--- config.mk ---
export PLATFORM = sky130hd
export DESIGN_NAME = emib_flash_req_ctrl_flat
export DESIGN_NICKNAME = d
export VERILOG_FILES = /design/src/rtl/emib_flash_req_ctrl_pkg.sv /design/src/rtl/emib_flash_req_ctrl_if.sv /design/src/rtl/emib_flash_req_ctrl_timeout.sv /design/src/rtl/emib_flash_req_ctrl.sv /design/src/flat_wrapper.sv
export SDC_FILE = /design/constraint.sdc
export NUM_CORES = 1
export LEC_CHECK = 0
export BUFFER_PORTS_ARGS = -buffer_cell sky130_fd_sc_hd__buf_4
export CORE_AREA = 10 10 106 108
export DETAILED_ROUTE_END_ITERATION = 8
export DIE_AREA = 0 0 116 118
export PLACE_DENSITY_LB_ADDON = 0.25
export SYNTH_ARGS = -nofsm -noshare
export SYNTH_HDL_FRONTEND = slang
export SYNTH_SLANG_ARGS = --single-unit
--- constraint.sdc ---
create_clock -name i_clk -period 3 [get_ports i_clk]
set_input_delay 0.9 -clock i_clk [delete_from_list [all_inputs] [get_ports i_clk]]
set_output_delay 0.9 -clock i_clk [all_outputs]
set_load 0.01 [all_outputs]
--- src/rtl/emib_flash_req_ctrl_pkg.sv ---
// EMIB flash request controller: shared types and defaults.
// Integrators take ADDR_SZ_DEF / BOOT_LEN_DEF from here.
package emib_flash_req_ctrl_pkg;

  localparam int          ADDR_SZ_DEF  = 16;
  localparam logic [15:0] BOOT_LEN_DEF = 16'hb00;

  typedef enum logic [2:0] {
    ST_RST,
    ST_BOOT_REQ,
    ST_BOOT_BUSY,
    ST_IDLE,
    ST_WR_REQ,
    ST_WR_BUSY
  } state_t;

  // index width that stays legal for a single entry
  function automatic int cw(input int n);
    return (n > 1) ? $clog2(n) : 1;
  endfunction

endpackage

--- src/rtl/emib_flash_req_ctrl_if.sv ---
// Request/grant/done bundle between the controller and
// the flash interface module.
interface emib_flash_req_ctrl_if #(
  parameter int ADDR_SZ = 16
);

  logic               flash_rd_irq;
  logic               flash_rd_en;
  logic               read_flash_done;
  logic               flash_wr_irq;
  logic               flash_wr_en;
  logic               write_done;
  logic [ADDR_SZ-1:0] flash_addr_offset;
  logic [ADDR_SZ-1:0] flash_data_len;

  modport master (
    output flash_rd_irq,
    output flash_wr_irq,
    output flash_addr_offset,
    output flash_data_len,
    input  flash_rd_en,
    input  read_flash_done,
    input  flash_wr_en,
    input  write_done
  );

  modport slave (
    input  flash_rd_irq,
    input  flash_wr_irq,
    input  flash_addr_offset,
    input  flash_data_len,
    output flash_rd_en,
    output read_flash_done,
    output flash_wr_en,
    output write_done
  );

endinterface

--- src/rtl/emib_flash_req_ctrl_timeout.sv ---
// Busy-cycle watchdog and per-region retry counter.
module emib_flash_timeout
  import emib_flash_req_ctrl_pkg::*;
#(
  parameter int TIMEOUT_CYC = 65535,
  parameter int MAX_RETRY   = 2
) (
  input  logic i_clk,
  input  logic i_rst,
  input  logic start,
  input  logic done,
  input  logic new_region,
  output logic expire,
  output logic exhausted
);

  localparam int CW = cw(TIMEOUT_CYC + 1);
  localparam int RW = cw(MAX_RETRY + 1);

  logic [CW-1:0] cnt;
  logic [RW-1:0] retry;

  // done in the expiring cycle wins
  assign expire = start && !done &&
                  (cnt == CW'(TIMEOUT_CYC - 1));
  assign exhausted = (retry == RW'(MAX_RETRY));

  always_ff @(posedge i_clk or posedge i_rst) begin
    if (i_rst) begin
      cnt   <= '0;
      retry <= '0;
    end else begin
      if (!start)
        cnt <= '0;
      else if (cnt != CW'(TIMEOUT_CYC))
        cnt <= cnt + 1'b1;
      if (new_region)
        retry <= '0;
      else if (expire && !exhausted)
        retry <= retry + 1'b1;
    end
  end

endmodule

--- src/rtl/emib_flash_req_ctrl.sv ---
// Boot-loads all regions after reset, then saves regions
// to flash on demand with timeout and bounded retry.
module emib_flash_req_ctrl
  import emib_flash_req_ctrl_pkg::*;
#(
  parameter int ADDR_SZ     = ADDR_SZ_DEF,
  parameter int NUM_REGION  = 4,
  parameter int TIMEOUT_CYC = 65535,
  parameter int MAX_RETRY   = 2,
  localparam int IW = cw(NUM_REGION)
) (
  input  logic                          i_clk,
  input  logic                          i_rst,
  input  logic                          i_device_state,
  input  logic [NUM_REGION-1:0]         i_save_req,
  input  logic [NUM_REGION*ADDR_SZ-1:0] i_region_offset,
  input  logic [NUM_REGION*ADDR_SZ-1:0] i_region_len,
  emib_flash_req_ctrl_if.master         bus,
  output logic [IW-1:0]                 o_region_idx,
  output logic                          o_busy,
  output logic                          o_boot_done,
  output logic                          o_err,
  output logic [NUM_REGION-1:0]         o_err_flag
);

  state_t state, state_n;

  logic [NUM_REGION-1:0] pend, pend_n, used;
  logic [IW-1:0]         cur, sel, nxt_idx, pend_idx;
  logic [ADDR_SZ-1:0]    offset, len;
  logic                  nxt_found, pend_found;
  logic                  load, boot_set, err_set;
  logic                  rd_irq, wr_irq, dev_q;
  logic                  busy_st, done_cur;
  logic                  expire, exhausted;
  int                    base;

  for (genvar g = 0; g < NUM_REGION; g++) begin : g_used
    assign used[g] = |i_region_len[g*ADDR_SZ +: ADDR_SZ];
  end

  assign busy_st  = (state == ST_BOOT_BUSY) ||
                    (state == ST_WR_BUSY);
  assign done_cur =
    ((state == ST_BOOT_BUSY) && bus.read_flash_done) ||
    ((state == ST_WR_BUSY)   && bus.write_done);

  emib_flash_timeout #(
    .TIMEOUT_CYC (TIMEOUT_CYC),
    .MAX_RETRY   (MAX_RETRY)
  ) u_tmo (
    .i_clk      (i_clk),
    .i_rst      (i_rst),
    .start      (busy_st),
    .done       (done_cur),
    .new_region (load),
    .expire     (expire),
    .exhausted  (exhausted)
  );

  // next used region for boot, lowest pending for save
  always_comb begin
    base       = (state == ST_RST) ? 0 : int'(cur) + 1;
    nxt_found  = 1'b0;
    nxt_idx    = '0;
    pend_found = 1'b0;
    pend_idx   = '0;
    for (int k = NUM_REGION - 1; k >= 0; k--) begin
      if (used[k] && k >= base) begin
        nxt_found = 1'b1;
        nxt_idx   = IW'(k);
      end
      if (pend[k]) begin
        pend_found = 1'b1;
        pend_idx   = IW'(k);
      end
    end
  end

  always_comb begin
    state_n  = state;
    pend_n   = pend;
    sel      = nxt_idx;
    load     = 1'b0;
    boot_set = 1'b0;
    err_set  = 1'b0;
    unique case (state)
      ST_RST, ST_BOOT_BUSY: begin
        if (state == ST_RST || done_cur ||
            (expire && exhausted)) begin
          err_set = (state == ST_BOOT_BUSY) && !done_cur;
          if (nxt_found) begin
            state_n = ST_BOOT_REQ;
            load    = 1'b1;
          end else begin
            state_n  = ST_IDLE;
            boot_set = 1'b1;
          end
        end else if (expire) begin
          state_n = ST_BOOT_REQ;
        end
      end
      ST_BOOT_REQ:
        if (bus.flash_rd_en) state_n = ST_BOOT_BUSY;
      ST_IDLE:
        if (pend_found) begin
          pend_n[pend_idx] = 1'b0;
          if (used[pend_idx]) begin
            state_n = ST_WR_REQ;
            sel     = pend_idx;
            load    = 1'b1;
          end
        end
      ST_WR_REQ:
        if (bus.flash_wr_en) state_n = ST_WR_BUSY;
      ST_WR_BUSY:
        if (done_cur || (expire && exhausted)) begin
          err_set = !done_cur;
          state_n = ST_IDLE;
        end else if (expire) begin
          state_n = ST_WR_REQ;
        end
      default: state_n = ST_RST;
    endcase
    // new requests land after the clear so they survive it
    pend_n = pend_n | i_save_req |
             {NUM_REGION{i_device_state & ~dev_q}};
  end

  always_ff @(posedge i_clk or posedge i_rst) begin
    if (i_rst) begin
      state       <= ST_RST;
      pend        <= '0;
      dev_q       <= 1'b0;
      cur         <= '0;
      offset      <= '1;
      len         <= '0;
      rd_irq      <= 1'b0;
      wr_irq      <= 1'b0;
      o_boot_done <= 1'b0;
      o_err       <= 1'b0;
      o_err_flag  <= '0;
    end else begin
      state  <= state_n;
      pend   <= pend_n;
      dev_q  <= i_device_state;
      rd_irq <= (state_n == ST_BOOT_REQ);
      wr_irq <= (state_n == ST_WR_REQ);
      o_err  <= err_set;
      if (err_set)  o_err_flag[cur] <= 1'b1;
      if (boot_set) o_boot_done <= 1'b1;
      if (load) begin
        cur    <= sel;
        offset <= i_region_offset[int'(sel)*ADDR_SZ +: ADDR_SZ];
        len    <= i_region_len[int'(sel)*ADDR_SZ +: ADDR_SZ];
      end
    end
  end

  assign bus.flash_rd_irq      = rd_irq;
  assign bus.flash_wr_irq      = wr_irq;
  assign bus.flash_addr_offset = offset;
  assign bus.flash_data_len    = len;
  assign o_region_idx          = cur;
  assign o_busy                = (state != ST_IDLE);

endmodule

--- src/flat_wrapper.sv ---
// flat-port wrapper written by rule: the top's interface ports become plain ports
module emib_flash_req_ctrl_flat import emib_flash_req_ctrl_pkg::*;
#(
  parameter int ADDR_SZ     = ADDR_SZ_DEF,
  parameter int NUM_REGION  = 4,
  parameter int TIMEOUT_CYC = 65535,
  parameter int MAX_RETRY   = 2,
  localparam int IW = cw(NUM_REGION)
)
  (i_clk, i_rst, i_device_state, i_save_req, i_region_offset, i_region_len, o_region_idx, o_busy, o_boot_done, o_err, o_err_flag, bus_flash_rd_irq, bus_flash_wr_irq, bus_flash_addr_offset, bus_flash_data_len, bus_flash_rd_en, bus_read_flash_done, bus_flash_wr_en, bus_write_done);
  emib_flash_req_ctrl_if #(.ADDR_SZ(ADDR_SZ)) bus_i ();
  input  logic i_clk;
  input  logic i_rst;
  input  logic i_device_state;
  input  logic [NUM_REGION-1:0] i_save_req;
  input  logic [NUM_REGION*ADDR_SZ-1:0] i_region_offset;
  input  logic [NUM_REGION*ADDR_SZ-1:0] i_region_len;
  output logic [IW-1:0] o_region_idx;
  output logic o_busy;
  output logic o_boot_done;
  output logic o_err;
  output logic [NUM_REGION-1:0] o_err_flag;
  output wire logic [$bits(bus_i.flash_rd_irq)-1:0] bus_flash_rd_irq;
  output wire logic [$bits(bus_i.flash_wr_irq)-1:0] bus_flash_wr_irq;
  output wire logic [$bits(bus_i.flash_addr_offset)-1:0] bus_flash_addr_offset;
  output wire logic [$bits(bus_i.flash_data_len)-1:0] bus_flash_data_len;
  input wire logic [$bits(bus_i.flash_rd_en)-1:0] bus_flash_rd_en;
  input wire logic [$bits(bus_i.read_flash_done)-1:0] bus_read_flash_done;
  input wire logic [$bits(bus_i.flash_wr_en)-1:0] bus_flash_wr_en;
  input wire logic [$bits(bus_i.write_done)-1:0] bus_write_done;
  assign bus_flash_rd_irq = bus_i.flash_rd_irq;
  assign bus_flash_wr_irq = bus_i.flash_wr_irq;
  assign bus_flash_addr_offset = bus_i.flash_addr_offset;
  assign bus_flash_data_len = bus_i.flash_data_len;
  assign bus_i.flash_rd_en = bus_flash_rd_en;
  assign bus_i.read_flash_done = bus_read_flash_done;
  assign bus_i.flash_wr_en = bus_flash_wr_en;
  assign bus_i.write_done = bus_write_done;
  emib_flash_req_ctrl #(.ADDR_SZ(ADDR_SZ), .NUM_REGION(NUM_REGION), .TIMEOUT_CYC(TIMEOUT_CYC), .MAX_RETRY(MAX_RETRY)) u_core (.i_clk(i_clk), .i_rst(i_rst), .i_device_state(i_device_state), .i_save_req(i_save_req), .i_region_offset(i_region_offset), .i_region_len(i_region_len), .bus(bus_i), .o_region_idx(o_region_idx), .o_busy(o_busy), .o_boot_done(o_boot_done), .o_err(o_err), .o_err_flag(o_err_flag));
endmodule
==> summary.md <==
| Metric | Value |
|---|---|
| Combined flip-flop and latch cell area | ~1700 µm² |
| Synth-to-Final Area Change | 56.83% |
| Buffers & Inverters on Critical Path | 4 |
| Top cell by count, worst path | sky130_fd_sc_hd__buf_4 |
| Post-CTS clock slew at the launch and capture registers of the worst setup and hold paths | 0.08 ns |
| Clock buffers created by TritonCTS | 9 |
| Critical Path End | u_core.bus.flash_data_len[4] |
| Cell-by-cell trace of the critical path | buf_4 -> nor4_4 -> nand4_1 -> a222oi_1 -> buf_4 -> buf_4 -> a21o_1 -> o22ai_2 -> o311ai_4 -> buf_4 -> mux2_2 -> o21ai_1 |
| Number of global-route vias before repair | 4,596 |
| Number of remaining DRC errors | 0 |
| Final Hold Viols | 0 |
| Gr usage total | a little over a fifth |
| Areal power density over the cells | 1174 nW/µm² |
| Crit Path Max Fanout | 7 |
| Synth area leader | sky130_fd_sc_hd__dfrtp_1 |
| Hold Crit Start | u_core.o_err_flag[3] |
| Relative slew margins | 49.38% |
| Top-area cell type share of the netlist area | 29.58% |
| Detail Route Antenna Nets | 0 |
| Final setup margin | -0.1621 ns |
| Number of input and output port buffers inserted | between 150 and 200 |
| Vert. Die Dim | approximately 120 µm |
| Sink Count | 68 |
| Number of inserted filler cells in the final layout | approximately 600 |
| Flip-flop and latch count after synthesis | 68 |
| Worst-Skew Late Latency | 0.35 ns |
| Number of vias per cell after detailed routing | roughly 5.6 |
| Final weighted congestion in routability-driven placement | 0.9712 |
| Total I/O pin count | 182 |
| Wirelength per Cell | 20.71 µm |
| Path length in cells of the critical path | 12 |
| Total leakage power | ~3.3 nW |
| Fin crit share | 105.4% |
| Post-synth EDFFs | 0 |
| Startpoint-to-endpoint class of the critical path | input port to flop |
| Detailed-route via count | between 4,000 and 5,000 |
| Layout Cells excl Fill | 795 |
| Post-Synthesis Net Count | 584 |
| Clock power frac | about a tenth |
| Detail Placement HPWL | 11,960 µm |
| Core Region | 9109 µm² |
| Gate count of the mapped netlist | 438 |
| Pre-CTS setup slack | -0.5300 ns |
| Max Cap Violations | 0 |
| Combinational fraction of design power | 72.1% |
| CTS tree | done |
| Full die area | 13,690 µm² |
| Die outline width | between 100 and 150 µm |
| Post-placement cell count | 756 |
| Wire length of the first global-routing pass | roughly 24,000 µm |
| Number of nets in the layout | 824 |
| Maximum clock path buffer count | 2 |
| CP arrival | 3.44 ns |
| Hold Crit Class | flop to flop |
| Transition time at the pin with the least slew margin | 0.7582 ns |
| Design internal power | 0.004873 W |
| Worst R2R End | u_core.bus.flash_data_len[4] |
| Share of power burned in registers | a little under a fifth |
| Critical path startpoint category | input port |
| P_sw | between 0.003 and 0.004 W |
| Count of cell types in the netlist | 52 |
| Area of the mapped netlist | about 4400 µm² |
| Register area share after synthesis | 39.14% |
| Depth of the most critical reg-to-reg path | 11 |
| Length of the first detailed-routing pass in iterations | 4 |
| FF-to-FF Start | u_core.pend[1] |
| Area of the multi-input gates | between 2000 and 3000 µm² |
| Total number of placement rows | 35 |
| Total Routed Length | 16,460 µm |
| Maximum vdd ir drop | 0.0006325 V |
| Average cell area after synthesis | 10.04 µm² |
| Worst setup skew after layout | 0.01281 ns |
| Pin count of the biggest net entering global routing | 47 |
| Startpoint of the worst setup timing path | i_region_len[18] |
| Ratio of cells with drive above 1 in the final layout | approximately 53% |
| Global route overflow | 0 |
| 1st-iter DRT viols | 237 |
| Number of hold buffers added after CTS | 0 |
| Most used DFF post-synth | sky130_fd_sc_hd__dfrtp_1 |
| Fin. max-slew vios | 0 |
| CTS Root Cell | sky130_fd_sc_hd__clkbuf_8 |
| Top delay family on crit path | compound AO/OA/AOI/OAI gates |
| H-tree levels | 3 |
| Final-report setup violation count | 36 |
| Master of the slowest instance on the critical path | sky130_fd_sc_hd__a222oi_1 |
| Proportion of register bits with asynchronous set or reset after synthesis | 100.0% |
| Worst Hold Slack | about 0.46 ns |
| Initial antenna violation count | 1 |
| Warnings from Yosys | 0 |
| Setup slack on the worst flop-to-flop path | 0.04 ns |
| Run status | complete, but fails checks |
| Violations in the final reports | setup timing |
| RSZ-0062 raised after global routing | yes |
| Switching Share | between 30 and 40% |
| Capturing element type of the critical path | flop |
| Worst Path Required | approximately 3.3 ns |
| Critical Path Max Stage Delay | 0.44 ns |
| Time the worst path needs with I/O delays and setup | 3.162 ns |
| Most common cell in the synthesized netlist | sky130_fd_sc_hd__mux2i_1 |
| Top post-synthesis cells by area | sky130_fd_sc_hd__dfrtp_1 30%, sky130_fd_sc_hd__mux2i_1 15%, sky130_fd_sc_hd__dfstp_2 9.6%, sky130_fd_sc_hd__mux2_2 8.4%, sky130_fd_sc_hd__nand2_1 4.4% |
| Starting density of the core | between 40% and 50% |
| Most frequent cells after synthesis | 64 x sky130_fd_sc_hd__mux2i_1, 52 x sky130_fd_sc_hd__dfrtp_1, 52 x sky130_fd_sc_hd__nand2_1 |
| Setup TNS | -3.820 ns |
| Highest Clock Rate | between 0.3 and 0.4 GHz |
through the flow:
stage / instance area, µm² / util [%] / total power, W
4_1_cts: 6626 / 72.75 / 0.007473
5_1_grt: 6899 / 75.74 / 0.008509
3_5_place_dp: 6213 / 68.21 / 0.006321
6_report: 6899 / 75.74 / 0.008097
3_3_place_gp: 6213 / 68.21 / 0.006201
2_1_floorplan: 4456 / - / 0.004886
layout make-up:
cell class / count / area share (%)
multi-input cells: 336 / 39.10
repair buffers: 251 / 30.40
flip-flops and latches: 68 / 24.95
clock buffers: 12 / 2.412
well taps: 111 / 2.013
inverters: 12 / 0.6529
clock inverters: 4 / 0.4353
diodes: 1 / 0.03627
flip-flops by register name (all words and copies together), names as in the netlist:
signal	flops
u_core.state	3
u_core.o_boot_done	1
u_core.bus.flash_wr_irq	1
u_core.o_err_flag	4
u_core.o_region_idx	2
u_core.u_tmo.cnt	16
u_core.bus.flash_addr_offset	16
u_core.dev_q	1
u_core.bus.flash_rd_irq	1
u_core.bus.flash_data_len	16
u_core.u_tmo.retry	2
u_core.o_err	1
u_core.pend	4
power groups by stage:
stage | logic [W] | clock network (W) | registers [W]
2_1_floorplan | 0.00331 | 0 | 0.00157
3_3_place_gp | 0.00471 | 0 | 0.00149
3_5_place_dp | 0.00481 | 0 | 0.00151
4_1_cts | 0.00522 | 0.000763 | 0.00149
5_1_grt | 0.00618 | 0.000799 | 0.00153
6_report | 0.00584 | 0.000755 | 0.00150
per-layer routing:
metal	part of all wire, %	vias up	global-route usage, %
met1	37	2113	23.42
met5	0	-	0
met4	3.4	0	9.937
met2	51	215	37.58
met3	9.3	42	7.136
li1	-	2063	-
placed cells by master, fill, tap and decap left out, drive strengths merged, types with 3 or more instances in the layout:
cell	synthesis	layout
and2	4	4
nand2b	3	3
nand3	7	7
a21oi	7	7
inv	12	13
nor3	4	4
xnor2	4	4
a21o	6	6
ha	7	7
xor2	11	11
buf	13	249
dfrtp	52	52
clkbuf	8	14
mux2i	64	64
o31ai	3	3
dfstp	16	16
nand4	7	7
and4	3	3
mux2	33	33
and3	6	6
nor4	16	16
nor2	31	31
nor2b	3	3
o21ai	40	40
a31oi	4	4
nand2	52	52
kinds of logic after synthesis:
kind of cell             share of synthesized area, %
AO/OA/AOI/OAI                                   11.06
adder cells (fa/ha/maj)                         1.991
buffers and inverters                           5.518
flip-flops                                      39.14
AND/OR/NAND/NOR                                 16.30
XOR/XNOR                                        2.986
multiplexers                                    23.01
worst min-delay path by stage:
stage | to | slack (ns) | cells after the start
2_1_floorplan | u_core.bus.flash_addr_offset[0] | 0.47 | 2
3_3_place_gp | u_core.o_err_flag[3] | 0.44 | 1
3_5_place_dp | u_core.o_err_flag[3] | 0.45 | 1
4_1_cts | u_core.bus.flash_addr_offset[1] | 0.46 | 2
5_1_grt | u_core.bus.flash_addr_offset[11] | 0.48 | 2
6_report | u_core.o_err_flag[3] | 0.46 | 1
repair_timing:
item | in CTS | in global routing
resized for setup | 27 | 28
setup buffers | 11 | 9
setup endpoints to repair | 32 | 36
pin swaps | 7 | 5
cloned | 0 | 4
Note: power is estimated with default switching activity, not from simulation.
